--- src/rtl/sramlike_sram_responder.sv ---
// Sram-like bus responder driving a 1-cycle-latency single-port SRAM; one transaction in flight.
// Optional macro SRAMLIKE_RAND_DELAY_EN gates addr_ok with an LFSR to stall the master randomly.
module sramlike_sram_responder #(
    parameter int RAM_AW = 16,
    parameter int DELAY  = 0
) (
    input  logic              clk,
    input  logic              rst,
    input  logic              req,
    input  logic              wr,
    input  logic [1:0]        size,
    input  logic [31:0]       addr,
    input  logic [31:0]       wdata,
    output logic [31:0]       rdata,
    output logic              addr_ok,
    output logic              data_ok,
    output logic              ram_en,
    output logic [3:0]        ram_wen,
    output logic [RAM_AW-1:0] ram_addr,
    output logic [31:0]       ram_wdata,
    input  logic [31:0]       ram_rdata
);

    typedef enum logic [1:0] {
        IDLE = 2'd0,
        WAIT = 2'd1,
        RESP = 2'd2
    } state_t;

    localparam logic [3:0] CNT_LAST = (DELAY > 0) ? 4'(DELAY - 1) : 4'd0;

    state_t      state;
    logic [3:0]  cnt;
    logic        wr_q;
    logic        cap_q;
    logic [31:0] rdata_q;
    logic        ready;
    logic        handshake;
    logic [31:0] resp_data;
    logic        unused_addr;

    function automatic logic [3:0] byte_en(input logic [1:0] sz, input logic [1:0] lo);
        logic [3:0] be;
        case (sz)
            2'd0:    be = 4'b0001 << lo;
            2'd1:    be = lo[1] ? 4'b1100 : 4'b0011;
            default: be = 4'b1111;
        endcase
        return be;
    endfunction

`ifdef SRAMLIKE_RAND_DELAY_EN
    logic [7:0] lfsr;

    // Fibonacci LFSR, x^8+x^6+x^5+x^4+1
    always_ff @(posedge clk or negedge rst) begin
        if (!rst) begin
            lfsr <= 8'hA5;
        end else begin
            lfsr <= {lfsr[6:0], lfsr[7] ^ lfsr[5] ^ lfsr[4] ^ lfsr[3]};
        end
    end

    assign ready = lfsr[0];
`else
    assign ready = 1'b1;
`endif

    // Qualifying with rst keeps the handshake outputs low for the whole reset window.
    assign addr_ok   = rst & (state == IDLE) & ready;
    assign data_ok   = rst & (state == RESP);
    assign handshake = addr_ok & req;

    assign ram_en    = handshake;
    assign ram_wen   = (handshake && wr) ? byte_en(size, addr[1:0]) : 4'b0000;
    assign ram_addr  = addr[RAM_AW+1:2];
    assign ram_wdata = wdata;

    assign resp_data = (DELAY == 0) ? ram_rdata : rdata_q;
    assign rdata     = (data_ok && !wr_q) ? resp_data : 32'd0;

    assign unused_addr = ^{addr[31:RAM_AW+2]};

    always_ff @(posedge clk or negedge rst) begin
        if (!rst) begin
            state   <= IDLE;
            cnt     <= 4'd0;
            wr_q    <= 1'b0;
            cap_q   <= 1'b0;
            rdata_q <= 32'd0;
        end else begin
            cap_q <= handshake;
            if (handshake) begin
                wr_q <= wr;
            end
            // SRAM data is only valid the cycle after the access; hold it from then on.
            if (cap_q) begin
                rdata_q <= wr_q ? 32'd0 : ram_rdata;
            end
            case (state)
                IDLE: begin
                    if (handshake) begin
                        cnt   <= 4'd0;
                        state <= (DELAY > 0) ? WAIT : RESP;
                    end
                end
                WAIT: begin
                    if (cnt == CNT_LAST) begin
                        state <= RESP;
                    end else begin
                        cnt <= cnt + 4'd1;
                    end
                end
                RESP: begin
                    state <= IDLE;
                end
                default: begin
                    state <= IDLE;
                end
            endcase
        end
    end

endmodule

--- config.mk ---
export PLATFORM = sky130hd
export DESIGN_NAME = sramlike_sram_responder
export DESIGN_NICKNAME = d
export VERILOG_FILES = /design/src/rtl/sramlike_sram_responder.sv
export SDC_FILE = /design/constraint.sdc
export NUM_CORES = 1
export LEC_CHECK = 0
export ABC_AREA = 1
export BUFFER_PORTS_ARGS = -buffer_cell sky130_fd_sc_hd__buf_4
export CAP_MARGIN = 10
export CORE_AREA = 2 2 74 76
export CTS_CLUSTER_DIAMETER = 50
export CTS_CLUSTER_SIZE = 8
export DETAILED_ROUTE_END_ITERATION = 10
export DIE_AREA = 0 0 76 78
export GPL_TIMING_DRIVEN = 0
export PLACE_DENSITY = 0.7
export SLEW_MARGIN = 15
export SYNTH_ARGS = -nofsm -noshare
export SYNTH_HDL_FRONTEND = slang
export SYNTH_SLANG_ARGS = --single-unit
export TNS_END_PERCENT = 20
--- constraint.sdc ---
create_clock -name clk -period 2.8 [get_ports clk]
set_input_delay 0.28 -clock clk [delete_from_list [all_inputs] [get_ports clk]]
set_output_delay 0.28 -clock clk [all_outputs]
set_load 0.05 [all_outputs]
==> metrics list <==
* Number of nets in the final layout: ~380
* Worst path buffer plus inverter count: 5
- In the finished design, the share of the clock period the worst path needs comes to 0.745.
- Setup WS pre-CTS: ~1.3 ns
- The share of total power dissipated in sequential elements is 0.062.
* Via count of the first global-routing pass: about 1000
- Among cell families on the critical path, the largest total delay comes from buffers and inverters.
- Post-Synthesis Cells: around 140
- The max-slew violation count is 0.
- In this run the number of H-tree levels came out at 1.
- Post-synthesis sequential area ratio: 0.0608
- Of the cells placed in the final design, the portion with a size suffix greater than 1 is 0.702.
- Number of warnings printed during yosys synthesis: 0
- The tightest hold path in the finished design has a slack of about 0.33 ns.
- Global routing finished with a remaining overflow of 0.
- Max-cap violation count: 0
* Cell row count: 26
* Setup ws final: 0.713 ns
* Post-layout utilization of the core: 0.378
- Net switching power: about 0.27 mW
* Number of top-level pins: 189
- Crit path max-delay cell type: sky130_fd_sc_hd__dlygate4sd3_1
- The netlist uses 11 different library cells.
* Endpoints failing hold: 0
- Register area: approximately 50 µm²
* Clk slew on worst S/H paths: approximately 0.030 ns
- By area the synthesized netlist is led by sky130_fd_sc_hd__buf_4 (44%), sky130_fd_sc_hd__inv_1 (18%), sky130_fd_sc_hd__nor2_1 (10%), sky130_fd_sc_hd__nor2_2 (7.6%), sky130_fd_sc_hd__dfrtp_1 (6.1%).
- Outcome: finished, final reports clean
- Clock Sink Count: 2
- Area growth from synthesis to layout: 132%
- Data arrival time of the critical path: between 1.5 and 2 ns
- Net count after synthesis: about 240
- Final clock skew: 0.00101 ns
- Clock tree buffer depth: 2
- # fillers: 548
* Width of the chip: 76 µm
- Biggest area consumer among synthesized cells: sky130_fd_sc_hd__buf_4
* Detailed-route vias per instance: roughly 3.4
- The number of antenna diodes in the final layout is 0.
* Power Dens Cells: ~290 nW/µm²
- Part of the total power dissipated in combinational logic: 0.731
- Worst Path Required: around 2.5 ns
- STA classifies the critical path endpoint as an output port.
* Number of setup violations in the final report: 0
- Derived from the worst setup path, the maximum achievable clock frequency is between 0.4 and 0.5 GHz.
* Number of DRC markers in iteration 0: 11
* Clock Tree Root: sky130_fd_sc_hd__clkbuf_8
- The count of nets left with antenna violations once routing finished came out at 0.
* Worst-case vdd ir drop: 145 µV
- Setup repair after global routing left no endpoint under its margin.
- Die area: around 6000 µm²
- The number of antenna violations at the first check in global routing came to 0.
- Maximum number of pins on one net before global-route repair: 11
- Across every metal layer, demand over resource in global routing totals 0.0883.
- Routability-driven placement finished with a final weighted congestion of ~0.66.
- TritonCTS built the clock tree.
- Highest fanout seen on the critical path: 10
* Height of the die: a little under 80 µm
- Detailed placement ended at an HPWL of around 2700 µm.
- Of the total power, the share spent switching nets is 0.490.
- Measured slew at the worst slew-check pin: between 0.2 and 0.25 ns
- Part of the power in the clock network: 0.207
* Number of synthesized register bits: 2
- Leakage power: between 1 and 1.5 nW
- Detailed-route wire length: about 3000 µm
- In the final layout, the multi-input gates occupy about 220 µm².
- Number of post-CTS setup repair buffers: 0
- In the final timing run, aggregate negative setup slack is 0 ns.
* Global-route wire length before repair: about 4500 µm
- Number of port buffers: 126
- Detailed routing inserted a total of 1160 vias.
* Clock insertion delay at the later pin of the skew report: between 0.2 and 0.25 ns
* Fin crit period: ~2.1 ns
- Initial Util: 0.163
* Core box area: between 5000 and 6000 µm²
- The critical path goes through dlygate4sd3_1, buf_4, nand2_1, or2_1, buf_6, buf_6, nor2_1, buf_4.
* Cell area after synthesis: just over 800 µm²
* Remaining routing DRC violations: 0
* Yosys top cell area share: 0.438
- Type of the worst setup path: in -> out
- Headroom to the max-slew limit came out at 0.852.
- Worst min path class: in -> reg
* Element type at the critical path start: input pin
- Syn_area_per_cell: 5.80 µm²
- Inserted Clock Buffers: 3
- Mean routed wirelength per cell: approximately 8.6 µm
- Before antenna repair, the detailed router went through 4 iterations.
- Delay contributed by the slowest stage of the critical path: approximately 0.53 ns
* Internal: about 0.28 mW
per-stage QoR:
stage,cell area (µm²),total power [mW],std cells
after floorplan,823,0.307,142
after global placement,1860,0.430,338
after detailed placement,1860,0.434,338
after CTS,1910,0.553,342
after global routing,1910,0.572,342
final,1910,0.544,342
path summary, 6_finish.rpt:
| kind | start | endpoint | slack [ns] | cells after the start |
|---|---|---|---|---|
| hold / removal | req | state[1]$_DFFE_PN0P_ | 0.33 | 3 |
| min in group asynchronous | rst | wr_q$_DFFE_PN0P_ | 0.42 | 2 |
| setup reg to reg | state[1]$_DFFE_PN0P_ | wr_q$_DFFE_PN0P_ | 1.93 | 4 |
| max in group asynchronous | rst | state[1]$_DFFE_PN0P_ | 2.28 | 2 |
| hold reg to reg | wr_q$_DFFE_PN0P_ | wr_q$_DFFE_PN0P_ | 0.49 | 2 |
| setup / recovery | rst | rdata[13] | 0.71 | 8 |
worst reg2reg max path, delay by kind of cell (launching register included):
family           cells  cell delay, ns
AND/OR/NAND/NOR      4            0.37
flip-flops           1            0.38
per-layer routing:
metal / GRT usage / vias to the layer above / share of wire
met3: 0.0326 / 0 / 0.13
li1: - / 602 / -
met4: 0.0218 / 0 / 0
met5: 0 / - / 0
met2: 0.179 / 83 / 0.57
met1: 0.0836 / 475 / 0.30
repair_timing:
action                                 CTS  global route
gates resized for setup                  0             0
hold buffers                             1             0
endpoints found under the hold margin    2             0
cells in the final DEF, fill, tap and decap left out:
master / n
sky130_fd_sc_hd__buf_4: 174
sky130_fd_sc_hd__nand4_1: 1
sky130_fd_sc_hd__or2_1: 1
sky130_fd_sc_hd__nor2_1: 23
sky130_fd_sc_hd__clkbuf_8: 3
sky130_fd_sc_hd__inv_1: 40
sky130_fd_sc_hd__buf_6: 4
sky130_fd_sc_hd__o21ai_0: 2
sky130_fd_sc_hd__nand2_1: 7
sky130_fd_sc_hd__dlygate4sd3_1: 1
sky130_fd_sc_hd__nor2_2: 10
sky130_fd_sc_hd__a21oi_1: 4
sky130_fd_sc_hd__dfrtp_1: 2
synthesized netlist by cell type (all sizes together):
cell type,n
buf,52
o21ai,2
inv,40
or2,1
dfrtp,2
nand4,1
nand2,7
nor2,33
a21oi,4
kinds of logic after synthesis:
group	count (synthesis)	share of synthesized area
buffers and inverters	92	0.675
flip-flops	2	0.0608
AO/OA/AOI/OAI	6	0.0365
AND/OR/NAND/NOR	42	0.228
registers in the layout, summed over array words and instances (netlist names):
signal  cells
wr_q        1
state       1
final cells by class:
type / count / share of cell area
buffer: 52 / 0.212
clock buffer: 3 / 0.0216
inverter: 40 / 0.0787
multi-input combinational: 48 / 0.114
sequential: 2 / 0.0262
tap: 70 / 0.0459
timing repair buffer: 127 / 0.501
power by group through the flow:
stage	clock network [mW]	logic, mW	registers (mW)
after floorplan	0	0.273	0.0335
after global placement	0	0.396	0.0339
after detailed placement	0	0.399	0.0342
after CTS	0.118	0.401	0.0339
after global routing	0.119	0.418	0.0345
final	0.113	0.398	0.0340
Power figures use the tool's default switching activity.
